File: config.mk
export PLATFORM = sky130hd
export DESIGN_NAME = fp_mul_pipe
export DESIGN_NICKNAME = d
export VERILOG_FILES = /design/src/rtl/fp_mul_pipe.sv
export SDC_FILE = /design/constraint.sdc
export NUM_CORES = 2
export LEC_CHECK = 0
export CORE_UTILIZATION = 50
export DETAILED_ROUTE_END_ITERATION = 8
export DONT_BUFFER_PORTS = 1
export PLACE_DENSITY = 0.68
export SYNTH_ARGS = -nofsm -noshare
export SYNTH_HDL_FRONTEND = slang
export SYNTH_SLANG_ARGS = --single-unit
File: constraint.sdc
create_clock -name clk -period 6.9 [get_ports clk]
set_input_delay 1.38 -clock clk [delete_from_list [all_inputs] [get_ports clk]]
set_output_delay 1.38 -clock clk [all_outputs]
set_load 0.005 [all_outputs]
File: src/rtl/fp_mul_pipe.sv
// Three-stage floating-point multiplier with RNE rounding, exception flags and valid/ready handshakes on both sides.
// Define FP_MUL_SUBNORMAL_EN for gradual underflow; leave it undefined to flush subnormals to zero.
module fp_mul_pipe #(
  parameter int EXP_W = 8,
  parameter int MAN_W = 23
) (
  input  logic                   clk,
  input  logic                   rst_n,
  input  logic                   in_valid,
  output logic                   in_ready,
  input  logic [EXP_W+MAN_W:0]   a,
  input  logic [EXP_W+MAN_W:0]   b,
  output logic                   out_valid,
  input  logic                   out_ready,
  output logic [EXP_W+MAN_W:0]   result,
  output logic                   overflow,
  output logic                   underflow,
  output logic                   invalid,
  output logic                   inexact
);
  localparam int XW   = EXP_W + 2;
  localparam int PW   = 2 * (MAN_W + 1);
  localparam int BIAS = (1 << (EXP_W - 1)) - 1;
  localparam int MAXE = (1 << EXP_W) - 1;

  logic v1, v2, ld1, ld2, ld3;
  assign ld3      = !out_valid | out_ready;
  assign ld2      = !v2 | ld3;
  assign ld1      = !v1 | ld2;
  assign in_ready = ld1;

  logic sa, sb;
  logic [EXP_W-1:0] ea, eb;
  logic [MAN_W-1:0] fa, fb;
  assign {sa, ea, fa} = a;
  assign {sb, eb, fb} = b;

  logic a_zero, a_sub, a_inf, a_nan, b_zero, b_sub, b_inf, b_nan;
  assign a_zero = (ea == '0) && (fa == '0);
  assign a_sub  = (ea == '0) && (fa != '0);
  assign a_inf  = (&ea) && (fa == '0);
  assign a_nan  = (&ea) && (fa != '0);
  assign b_zero = (eb == '0) && (fb == '0);
  assign b_sub  = (eb == '0) && (fb != '0);
  assign b_inf  = (&eb) && (fb == '0);
  assign b_nan  = (&eb) && (fb != '0);

  logic [XW-1:0]  xa, xb;
  logic [MAN_W:0] ma, mb;
  logic           ftz_a, ftz_b;

`ifdef FP_MUL_SUBNORMAL_EN
  function automatic logic [XW-1:0] lzc(input logic [MAN_W-1:0] f);
    logic [XW-1:0] n;
    n = XW'(MAN_W);
    for (int i = 0; i < MAN_W; i++)
      if (f[i]) n = XW'(MAN_W - 1 - i);
    return n;
  endfunction

  // Move a subnormal's leading one into the hidden position; its exponent becomes 1 - shift.
  always_comb begin
    xa = {2'b00, ea};
    ma = {1'b1, fa};
    xb = {2'b00, eb};
    mb = {1'b1, fb};
    if (a_sub) begin
      xa = XW'(0) - lzc(fa);
      ma = {1'b0, fa} << (lzc(fa) + XW'(1));
    end
    if (b_sub) begin
      xb = XW'(0) - lzc(fb);
      mb = {1'b0, fb} << (lzc(fb) + XW'(1));
    end
  end
  assign ftz_a = 1'b0;
  assign ftz_b = 1'b0;
`else
  assign xa    = {2'b00, ea};
  assign ma    = {1'b1, fa};
  assign xb    = {2'b00, eb};
  assign mb    = {1'b1, fb};
  assign ftz_a = a_sub;
  assign ftz_b = b_sub;
`endif

  logic c_nan, c_inf, c_zero, c_ftz;
  assign c_nan  = a_nan | b_nan | (a_inf & (b_zero | ftz_b)) | (b_inf & (a_zero | ftz_a));
  assign c_inf  = a_inf | b_inf;
  assign c_zero = a_zero | b_zero;
  assign c_ftz  = ftz_a | ftz_b;

  logic           s1_sign, s1_nan, s1_inf, s1_zero, s1_ftz;
  logic [XW-1:0]  s1_exp;
  logic [MAN_W:0] s1_ma, s1_mb;
  logic           s2_sign, s2_nan, s2_inf, s2_zero, s2_ftz;
  logic [XW-1:0]  s2_exp;
  logic [PW-1:0]  s2_prod;

  always_ff @(posedge clk) begin
    if (!rst_n) begin
      v1 <= 1'b0;
      v2 <= 1'b0;
    end else begin
      if (ld1) v1 <= in_valid;
      if (ld2) v2 <= v1;
    end
  end

  always_ff @(posedge clk) begin
    if (ld1 && in_valid) begin
      s1_sign <= sa ^ sb;
      s1_nan  <= c_nan;
      s1_inf  <= c_inf;
      s1_zero <= c_zero;
      s1_ftz  <= c_ftz;
      s1_exp  <= xa + xb - XW'(BIAS);
      s1_ma   <= ma;
      s1_mb   <= mb;
    end
    if (ld2 && v1) begin
      s2_sign <= s1_sign;
      s2_nan  <= s1_nan;
      s2_inf  <= s1_inf;
      s2_zero <= s1_zero;
      s2_ftz  <= s1_ftz;
      s2_exp  <= s1_exp;
      s2_prod <= PW'(s1_ma) * PW'(s1_mb);
    end
  end

  logic [PW-1:0]        norm, sig;
  logic [XW-1:0]        e, ef;
  logic [MAN_W:0]       mh;
  logic [MAN_W+1:0]     r;
  logic                 g, st, inc, tiny, lost;
  logic [EXP_W+MAN_W:0] n_res;
  logic                 n_ovf, n_unf, n_inv, n_inx;
`ifdef FP_MUL_SUBNORMAL_EN
  logic [XW-1:0]        sh;
`endif

  always_comb begin
    norm = s2_prod[PW-1] ? s2_prod : (s2_prod << 1);
    e    = s2_exp + XW'(s2_prod[PW-1]);
    tiny = e[XW-1] || (e == '0);
    sig  = norm;
    lost = 1'b0;
`ifdef FP_MUL_SUBNORMAL_EN
    // Tiny results are denormalised before rounding; shifted-out bits fold into sticky.
    sh = XW'(1) - e;
    if (tiny) begin
      sig  = norm >> sh;
      lost = |(norm & ~({PW{1'b1}} << sh));
    end
`endif
    mh    = sig[PW-1:MAN_W+1];
    g     = sig[MAN_W];
    st    = (|sig[MAN_W-1:0]) | lost;
    inc   = g & (st | mh[0]);
    r     = {1'b0, mh} + {{(MAN_W+1){1'b0}}, inc};
    ef    = e + XW'(r[MAN_W+1]);
    n_res = '0;
    n_ovf = 1'b0;
    n_unf = 1'b0;
    n_inv = 1'b0;
    n_inx = 1'b0;
    if (s2_nan) begin
      n_res = {1'b0, {EXP_W{1'b1}}, 1'b1, {(MAN_W-1){1'b0}}};
      n_inv = 1'b1;
    end else if (s2_inf) begin
      n_res = {s2_sign, {EXP_W{1'b1}}, {MAN_W{1'b0}}};
    end else if (s2_zero) begin
      n_res = {s2_sign, {(EXP_W+MAN_W){1'b0}}};
    end else if (s2_ftz || tiny) begin
`ifdef FP_MUL_SUBNORMAL_EN
      n_res = {s2_sign, {(EXP_W-1){1'b0}}, r[MAN_W], r[MAN_W-1:0]};
      n_inx = g | st;
      n_unf = g | st;
`else
      n_res = {s2_sign, {(EXP_W+MAN_W){1'b0}}};
      n_inx = 1'b1;
      n_unf = 1'b1;
`endif
    end else if (ef >= XW'(MAXE)) begin
      n_res = {s2_sign, {EXP_W{1'b1}}, {MAN_W{1'b0}}};
      n_ovf = 1'b1;
      n_inx = 1'b1;
    end else begin
      n_res = {s2_sign, ef[EXP_W-1:0], r[MAN_W-1:0]};
      n_inx = g | st;
    end
  end

  always_ff @(posedge clk) begin
    if (!rst_n) begin
      out_valid <= 1'b0;
      result    <= '0;
      overflow  <= 1'b0;
      underflow <= 1'b0;
      invalid   <= 1'b0;
      inexact   <= 1'b0;
    end else if (ld3) begin
      out_valid <= v2;
      if (v2) begin
        result    <= n_res;
        overflow  <= n_ovf;
        underflow <= n_unf;
        invalid   <= n_inv;
        inexact   <= n_inx;
      end
    end
  end
endmodule

==> metrics <==
status=finished, final reports clean; top-area cell type share of the netlist area=37.7%; Finished Layout Cells=3431; number of synthesis warnings=0; vias in the first global route=20185; Crit. End Element=flop; post-DR vias/cell=5.44; Worst-Skew Late Latency=0.50 ns; Detail Route Antenna Nets=0; hold endpoint=s2_exp[0]; Routed WL=73400 um; CP max stage cell=fa_1; sequential element share of the synthesized area=17.6%; Clock Tree Root=clkbuf_16; pin count of the biggest net entering global routing=64; RSZ-0062 raised after global routing=true; initial antenna violation count=7; TritonCTS clock tree=done; DRC=0; Syn-to-layout area delta=13.1%; worst min path class=flop to flop; routability cong.=0.961; cts hold-fix bufs=0; hold path startpoint=s1_exp[0]; CTS Buf Count=17; die height=229 um; Mapped Avg Cell Area=9.79 um^2; share of cells above drive strength 1=12.0%; final hold violations=0; clk_skew=0.0261 ns; Max-Cap Viols=0; Crit Path Category=flop to flop; Net Count, Synth=3366; WP data arrival=7.11 ns; CTS sink cnt=163; Critical Path RT=7.13 ns; origin of the critical flop-to-flop path=s1_ma[9]; Pins Over Slew Limit=0; Setup-failing EPs final=0; GRT Util Overall=29.1%; Top delay family on crit path=adder cells; Mapped Cells=2621; dpl hpwl=60400 um; Layout fillers=4338; Synth Area in XOR/XNOR=3.47%; mapped cell area=25700 um^2; synthesized flop and latch total=163; gr ovfl total=0; hold path depth=0; Synth Area in Adders=47.1%; async set-reset flop share out of synthesis=0%; synth top area cells=fa_1 (38%), edfxtp_1 (15%), ha_1 (9.5%), inv_1 (8.2%), and2_1 (6.3%); IO buf count=0; most frequent cells in the layout=inv_1 (556), fa_1 (468), nand2_1 (308); fin crit period=6.88 ns; Post-Place Cells=3374; Ports=106; Post-synth EDFFs=124; Bufs on Longest Clock Path=2; worst r2r path cells=23; Rel. slew slack=26.1%; first-pass GRT wire length=114000 um; FMAX=145 MHz; mux cell area share after synthesis=0.707%; H-tree levels=4; Buf/Inv on CP=5; largest family of logic cells by synthesized area=adder cells; die width=229 um; drt initial violations=1349; final period utilization=99.7%; post-synth top area cell=fa_1; CP startpoint kind=flop; Critical Path Max Stage Delay=0.57 ns; Worst path most repeated cell=fa_1; flop-to-flop setup slack=0.02 ns; Cell Rows=82; drt first pass iters=6; core box area=50400 um^2; Netlist cell types=74; Slew @ Worst Pin=1.10 ns; compound-cell area share of the yosys netlist=5.79%; CP Max Fanout=10; simple-gate share of the synthesized area=15.3%; clock slew at reported path FFs=0.09 ns; RR Endpoint=s2_prod[44]; CP startpoint=s1_ma[9]; WL/cell=21.4 um; CP Cell Sequence=buf_6 -> buf_4 -> buf_12 -> and2_1 -> fa_1 -> inv_1 -> fa_1 -> fa_1 -> inv_1 -> fa_1 -> fa_1 -> fa_1 -> fa_1 -> ha_4 -> a21oi_2 -> o21ai_2 -> o41a_1 -> a221oi_2 -> o21ai_1 -> a41oi_2 -> o31ai_2 -> o41a_1 -> xor2_1; Vias=18667; die area=52200 um^2; nets@finish=3483; initial core utilization=50.9%; commonest non-fill, non-tap cell in the layout=inv_1; Primary FF master, synth=edfxtp_1
## kinds of logic (layout without fill, tap and decap cells)
logic type	after synthesis	in the layout
mux	18	18
simple gates	774	774
other cells	0	8
compound gates	209	209
fa+ha+maj	677	677
buf+inv	680	810
flops	163	163
xor+xnor	100	100
## how the worst max path moves through the flow
stage,to,slack (ns),cells past startpoint
after global routing,s2_prod[44],-0.17,23
after floorplan,s2_prod[44],0.10,24
after global placement,s2_prod[44],-0.08,21
final,s2_prod[44],0.02,23
after CTS,s2_prod[45],-0.01,23
after detailed placement,s2_prod[44],-0.15,22
## final cells by class
type,instances,area [um^2],area share (%)
multi-input cells,1778,18900,65.0
flip-flops and latches,163,4500,15.5
inverters,561,2110,7.28
repair buffers,217,2020,6.95
well taps,672,841,2.90
clock buffers,17,425,1.47
clock inverters,15,228,0.785
diodes,8,20.0,0.0690
## per-layer routing
| layer | routed length [um] | track usage, % |
|---|---|---|
| met1 | 30200 | 37.8 |
| met5 | 9 | 0 |
| met2 | 33900 | 45.6 |
| met4 | 3290 | 13.9 |
| met3 | 5910 | 7.20 |
## synth_stat cells, drive strengths merged (12+ instances only)
master  count
nand3      30
and2      262
ha        194
clkbuf    113
mux2i      17
a21o       24
dfxtp      39
o21ai      28
nor4       25
nor2b      12
nor3       12
a21oi      67
a22o       26
inv       559
edfxtp    124
fa        483
xnor2      62
nor2       71
xor2       38
nand2     310
nand4      20
## sequential cells by signal (all words and copies together) (netlist names), 10 cells and up
name / flops
s2_exp: 10
s2_prod: 48
s1_ma: 23
s1_exp: 10
result: 32
s1_mb: 23
## repair_timing
action | in CTS | in global routing
cloned | 0 | 1
pin swaps | 2 | 24
setup endpoints to repair | 6 | 12
resized for setup | 16 | 65
buffers inserted | 3 | 13
hold endpoints to repair | 0 | 0
## through the flow
stage                     worst slack [ns]  util [%]  instance area (um^2)  hold WS, ns  TNS (ns)
final                               0.0190      57.6                 29000        0.414         0
after detailed placement            -0.152      55.3                 27800        0.405    -0.442
after global routing                -0.167      57.6                 29000        0.419    -0.503
after global placement             -0.0841      55.3                 27800        0.405    -0.133
after CTS                          -0.0113      56.7                 28600        0.414   -0.0113
after floorplan                      0.104         -                 25700        0.400         0
Power is left out: the tool's default activity adds up to more than one toggle a clock period on the data nets, which glitch-free logic cannot reach.
